`src/rtl/dbg_display.sv`:
```
// Debug display: multiplexes page-selected hex words onto a scanned 7-segment
// array, with leading-zero blanking, a hold freeze and a debounced step button.
module dbg_display #(
  parameter int NUM_DIGITS  = 8,
  parameter int PAGE_BITS   = 3,
  parameter int REFRESH_DIV = 20000,
  parameter int DB_TICKS    = 16
) (
  input  logic                                      Clk,
  input  logic                                      Rst,
  input  logic [PAGE_BITS-1:0]                      page_sel,
  input  logic [(2**PAGE_BITS)*NUM_DIGITS*4-1:0]    page_data,
  input  logic                                      hold,
  input  logic                                      blank_lz,
  input  logic                                      pb,
  output logic                                      step,
  output logic [NUM_DIGITS-1:0]                     LEDSEL,
  output logic [7:0]                                LEDOUT
);

  localparam int W  = NUM_DIGITS * 4;
  localparam int PW = $clog2(REFRESH_DIV);
  localparam int SW = $clog2(NUM_DIGITS);
  localparam int CW = $clog2(DB_TICKS + 1);

  function automatic logic [7:0] seg_enc(input logic [3:0] n);
    case (n)
      4'h0: seg_enc = 8'hC0;
      4'h1: seg_enc = 8'hF9;
      4'h2: seg_enc = 8'hA4;
      4'h3: seg_enc = 8'hB0;
      4'h4: seg_enc = 8'h99;
      4'h5: seg_enc = 8'h92;
      4'h6: seg_enc = 8'h82;
      4'h7: seg_enc = 8'hF8;
      4'h8: seg_enc = 8'h80;
      4'h9: seg_enc = 8'h90;
      4'hA: seg_enc = 8'h88;
      4'hB: seg_enc = 8'h83;
      4'hC: seg_enc = 8'hC6;
      4'hD: seg_enc = 8'hA1;
      4'hE: seg_enc = 8'h86;
      default: seg_enc = 8'h8E;
    endcase
  endfunction

  logic [PW-1:0]         presc_q, presc_d;
  logic [SW-1:0]         scan_q, scan_d;
  logic [W-1:0]          snap_q, snap_d;
  logic [NUM_DIGITS-1:0] ledsel_q, ledsel_d;
  logic [7:0]            ledout_q, ledout_d;
  logic [1:0]            sync_q, sync_d;
  logic [CW-1:0]         cnt_q, cnt_d;
  logic                  stable_q, stable_d;
  logic                  step_q, step_d;

  logic                  tick;
  logic                  last_dig;
  logic [W-1:0]          upper;
  logic [7:0]            seg;

  always_comb begin
    tick     = (presc_q == PW'(REFRESH_DIV - 1));
    last_dig = (scan_q == SW'(NUM_DIGITS - 1));
    presc_d  = tick ? '0 : presc_q + 1'b1;

    scan_d = scan_q;
    if (tick) scan_d = last_dig ? '0 : scan_q + 1'b1;

    // Capture only at the frame boundary so a frame always shows one snapshot.
    snap_d = snap_q;
    if (tick && last_dig && !hold) snap_d = page_data[page_sel*W +: W];

    // Current digit and everything above it; all-zero means a leading zero.
    upper = snap_q >> {scan_q, 2'b00};
    seg   = seg_enc(upper[3:0]);
    if (blank_lz && (scan_q != '0) && (upper == '0)) seg = 8'hFF;
    else seg[7] = !(hold && (scan_q == '0));

    ledout_d = seg;
    ledsel_d = ~({{(NUM_DIGITS-1){1'b0}}, 1'b1} << scan_q);
  end

  always_comb begin
    sync_d   = {sync_q[0], pb};
    cnt_d    = cnt_q;
    stable_d = stable_q;
    step_d   = 1'b0;
    if (tick) begin
      if (sync_q[1] != stable_q) begin
        if (cnt_q == CW'(DB_TICKS - 1)) begin
          stable_d = ~stable_q;
          cnt_d    = '0;
          step_d   = ~stable_q;
        end else begin
          cnt_d = cnt_q + 1'b1;
        end
      end else begin
        cnt_d = '0;
      end
    end
  end

  always_ff @(posedge Clk or negedge Rst) begin
    if (!Rst) begin
      presc_q  <= '0;
      scan_q   <= '0;
      snap_q   <= '0;
      ledsel_q <= '1;
      ledout_q <= 8'hFF;
      sync_q   <= '0;
      cnt_q    <= '0;
      stable_q <= 1'b0;
      step_q   <= 1'b0;
    end else begin
      presc_q  <= presc_d;
      scan_q   <= scan_d;
      snap_q   <= snap_d;
      ledsel_q <= ledsel_d;
      ledout_q <= ledout_d;
      sync_q   <= sync_d;
      cnt_q    <= cnt_d;
      stable_q <= stable_d;
      step_q   <= step_d;
    end
  end

  assign step   = step_q;
  assign LEDSEL = ledsel_q;
  assign LEDOUT = ledout_q;

endmodule
```
`config.mk`:
```
export PLATFORM = sky130hd
export DESIGN_NAME = dbg_display
export DESIGN_NICKNAME = d
export VERILOG_FILES = /design/src/rtl/dbg_display.sv
export SDC_FILE = /design/constraint.sdc
export NUM_CORES = 1
export LEC_CHECK = 0
export ABC_CLOCK_PERIOD_IN_PS = 3200
export CORE_MARGIN = 4
export CORE_UTILIZATION = 41
export CTS_CLUSTER_DIAMETER = 50
export DETAILED_ROUTE_END_ITERATION = 8
export GPL_ROUTABILITY_DRIVEN = 0
export MAX_ROUTING_LAYER = met4
export PLACE_DENSITY_LB_ADDON = 0.08
export SLEW_MARGIN = 20
export SYNTH_ARGS = -nofsm -noshare
export SYNTH_HDL_FRONTEND = slang
export SYNTH_SLANG_ARGS = --single-unit
export TNS_END_PERCENT = 30
```
`constraint.sdc`:
```
create_clock -name Clk -period 3.2 [get_ports Clk]
set_clock_uncertainty 0.2 [all_clocks]
set_input_delay 0.64 -clock Clk [delete_from_list [all_inputs] [get_ports Clk]]
set_output_delay 0.64 -clock Clk [all_outputs]
set_load 0.03 [all_outputs]
```
==> impl_metrics.env <==
export IMPL_netlist_top_cells_count="67 x mux4_2, 59 x dfrtp_1, 54 x nand2_1"
export IMPL_hold_class="reg -> reg"
export IMPL_report_final_slew_viol_count=0
export IMPL_ys_warnings_count=0
export IMPL_final_nets=989
export IMPL_cts_tree="yes"
export IMPL_dieArea_sq_um=15400
export IMPL_dpl_cell_area_sq_um=8460
export IMPL_viasPerCell=5.41
export IMPL_drt_iter0_drc=283
export IMPL_worst_pin_slew_ns=0.904
export IMPL_comb_power_share_pct=23.1
export IMPL_leakage_nw=3.57
export IMPL_dp_hpwl_mm=14.5
export IMPL_required_ns=3.22
export IMPL_syn_inst=444
export IMPL_outcome="complete, no violations"
export IMPL_numClockSinks=75
export IMPL_r2r_start="scan_q[0]$_DFFE_PN0N_"
export IMPL_overflow=0
export IMPL_syn2layout_area_growth_pct=59.3
export IMPL_synth_area_per_cell_sq_um=12.4
export IMPL_clk_pin_slew_ns=0.06
export IMPL_ios=281
export IMPL_rsz0062_at_grt="false"
export IMPL_design_area_sq_um=8780
export IMPL_die_h_microns=124
export IMPL_async_flop_share_pct=100
export IMPL_critPathArrivalTime_ns=2.84
export IMPL_postCtsHoldBufs=0
export IMPL_start_util_pct=41.8
export IMPL_ctsResizeCount=0
export IMPL_postCtsSetupRepairBufs=0
export IMPL_clk_path_buf_depth=2
export IMPL_tns_ns=0
export IMPL_synth_seq_area_share_pct=34.4
export IMPL_power_switching_mw=0.527
export IMPL_synth_cell_types=53
export IMPL_synth_top_area_share_pct=27.4
export IMPL_startpoint="scan_q[0]$_DFFE_PN0N_"
export IMPL_yosysTopAreaCell="mux4_2"
export IMPL_port_buffers=280
export IMPL_synth_area_leaders="mux4_2 27%, dfrtp_1 27%, mux2i_1 8.0%, dfstp_2 7.6%, nand2_1 3.7%"
export IMPL_finalSetupViolCount=0
export IMPL_placed_cells=876
export IMPL_crit_path_max_fanout=7
export IMPL_ys_seq_elements=75
export IMPL_grt_pass1_vias=5110
export IMPL_end_kind="flop"
export IMPL_num_vias=4834
export IMPL_synthFlopType="dfrtp_1"
export IMPL_p_per_area_nw_per_um2=294
export IMPL_min_period_ns=2.82
export IMPL_hp_start="sync_q[0]$_DFF_PN0_"
export IMPL_hold_viol_final=0
export IMPL_yosysMostFrequentCell="mux4_2"
export IMPL_intPower_mw=2.06
export IMPL_peakVddDrop_v=0.000213
export IMPL_row_count=42
export IMPL_synth_nets=722
export IMPL_grt_pass1_wl_mm=26.2
export IMPL_die_w_microns=124
export IMPL_numCtsBuffers=9
export IMPL_antenna_found_initial=2
export IMPL_max_slew_margin_pct=39.7
export IMPL_start_kind="flop"
export IMPL_swShare_pct=20.4
export IMPL_dp_slack_ns=0.464
export IMPL_synth_edf_count=0
export IMPL_worst_path_max_delay_cell="mux4_1"
export IMPL_grt_usage_pct=22.9
export IMPL_ant_nets=0
export IMPL_wl_per_cell_microns=19.1
export IMPL_seqPwrFrac_pct=36.9
export IMPL_drc=0
export IMPL_grt_max_degree=76
export IMPL_first_pass_iters=6
export IMPL_fin_util_pct=66.6
export IMPL_design_core_area_sq_um=13200
export IMPL_period_share_pct=88.0
export IMPL_maxCapViolations=0
export IMPL_path_cells="mux4_1 > mux2i_1 > inv_1 > ha_1 > mux2_1 > a22oi_1 > o21ai_1"
export IMPL_drive_gt1_share_pct=17.0
export IMPL_clock_root_buffer="clkbuf_16"
export IMPL_clock_latency_ns=0.33
export IMPL_routed_wl_mm=17.1
export IMPL_fmax_mhz=355
export IMPL_max_stage_delay_ns=0.60
export IMPL_synth_area_sq_um=5520
export IMPL_h_tree_depth=3
export IMPL_path_class="reg -> reg"
export IMPL_final_cells=894
export IMPL_clockPowerShare_pct=40.0
export IMPL_postLayoutSetupSlackWorst_ns=0.384
-- metal layers --
layer / routed length (microns) / GRT usage [%]
met1: 6690 / 28.1
met2: 9170 / 39.2
met3: 928 / 4.00
met4: 322 / 6.23
met5: 0 / -
-- layout by cell type, fill, tap and decap left out, types with 3 or more instances in the layout --
master           instances
a22oi_1                  3
and3_1                   5
buf_12                   3
buf_4                    7
clkbuf_16                9
clkbuf_8                 3
clkdlybuf4s50_1        276
dfrtp_1                 59
dfstp_2                 16
ha_1                    14
inv_1                    7
mux2i_1                 44
mux4_1                   5
mux4_2                  67
nand2_1                 54
nand3_1                 11
nand4_1                  4
nor2_1                  10
nor2b_1                  4
nor3_1                   3
nor4_1                  10
o21ai_0                  5
o21ai_1                 38
o22ai_1                  3
xnor2_1                  8
xor2_1                   6
-- final timing paths --
check                                    endpoint  slack (ns)  cells after the start
max                           LEDOUT[6]$_DFF_PN1_        0.38                      7
min                           sync_q[1]$_DFF_PN0_        0.15                      0
max reg2reg                   LEDOUT[6]$_DFF_PN1_        0.38                      7
min reg2reg                   sync_q[1]$_DFF_PN0_        0.15                      0
max in group asynchronous  snap_q[16]$_DFFE_PN0P_        1.97                      1
min in group asynchronous    presc_q[7]$_DFF_PN0_        0.24                      1
-- through the flow --
stage                     power [mW]  hold slack [ns]
after floorplan                 1.19            0.131
after global placement          1.57            0.135
after detailed placement        1.57            0.138
after CTS                       2.61            0.150
after global routing            2.69            0.168
final                           2.58            0.148
-- sequential cells by signal (all words and copies together), names as in the netlist, 2 cells and up --
name / cells
presc_q: 15
sync_q: 2
LEDOUT: 8
LEDSEL: 8
scan_q: 3
snap_q: 32
cnt_q: 5
-- critical path, delay by kind of cell (launching register included) --
family          cells  cell delay (ns)
compound gates      2             0.24
fa+ha+maj           1             0.25
buf+inv             1             0.16
flops               1             0.52
mux                 3             1.35
-- power groups by stage --
| stage | Sequential, mW | Clock [mW] | Combinational, mW |
|---|---|---|---|
| final | 0.953 | 1.03 | 0.597 |
| after global placement | 0.969 | 0 | 0.597 |
| after floorplan | 0.971 | 0 | 0.224 |
| after CTS | 0.953 | 1.05 | 0.606 |
| after global routing | 0.952 | 1.10 | 0.640 |
| after detailed placement | 0.969 | 0 | 0.605 |
-- logic make-up (layout without fill, tap and decap cells) --
kind of cell,count (synthesis),after routing,share of synthesized area (%)
AOI/OAI and AO/OA,62,62,6.53
xor gates and xnor gates,14,14,2.22
other,0,2,0
DFF,75,75,34.4
and+or+nand+nor,114,114,10.4
adders and majority gates,14,14,3.18
muxes,123,123,39.7
buffers and inverters,42,314,3.63
-- area by class of cell --
cell class | instances | area (sq um)
fill | 1063 | 4410
multi-input combinational | 327 | 3420
timing repair buffer | 288 | 2890
sequential | 75 | 1900
clock buffer | 13 | 270
tap | 176 | 220
clock inverter | 3 | 45.0
inverter | 10 | 42.5
antenna | 2 | 5.00
Power figures use the tool's default switching activity.
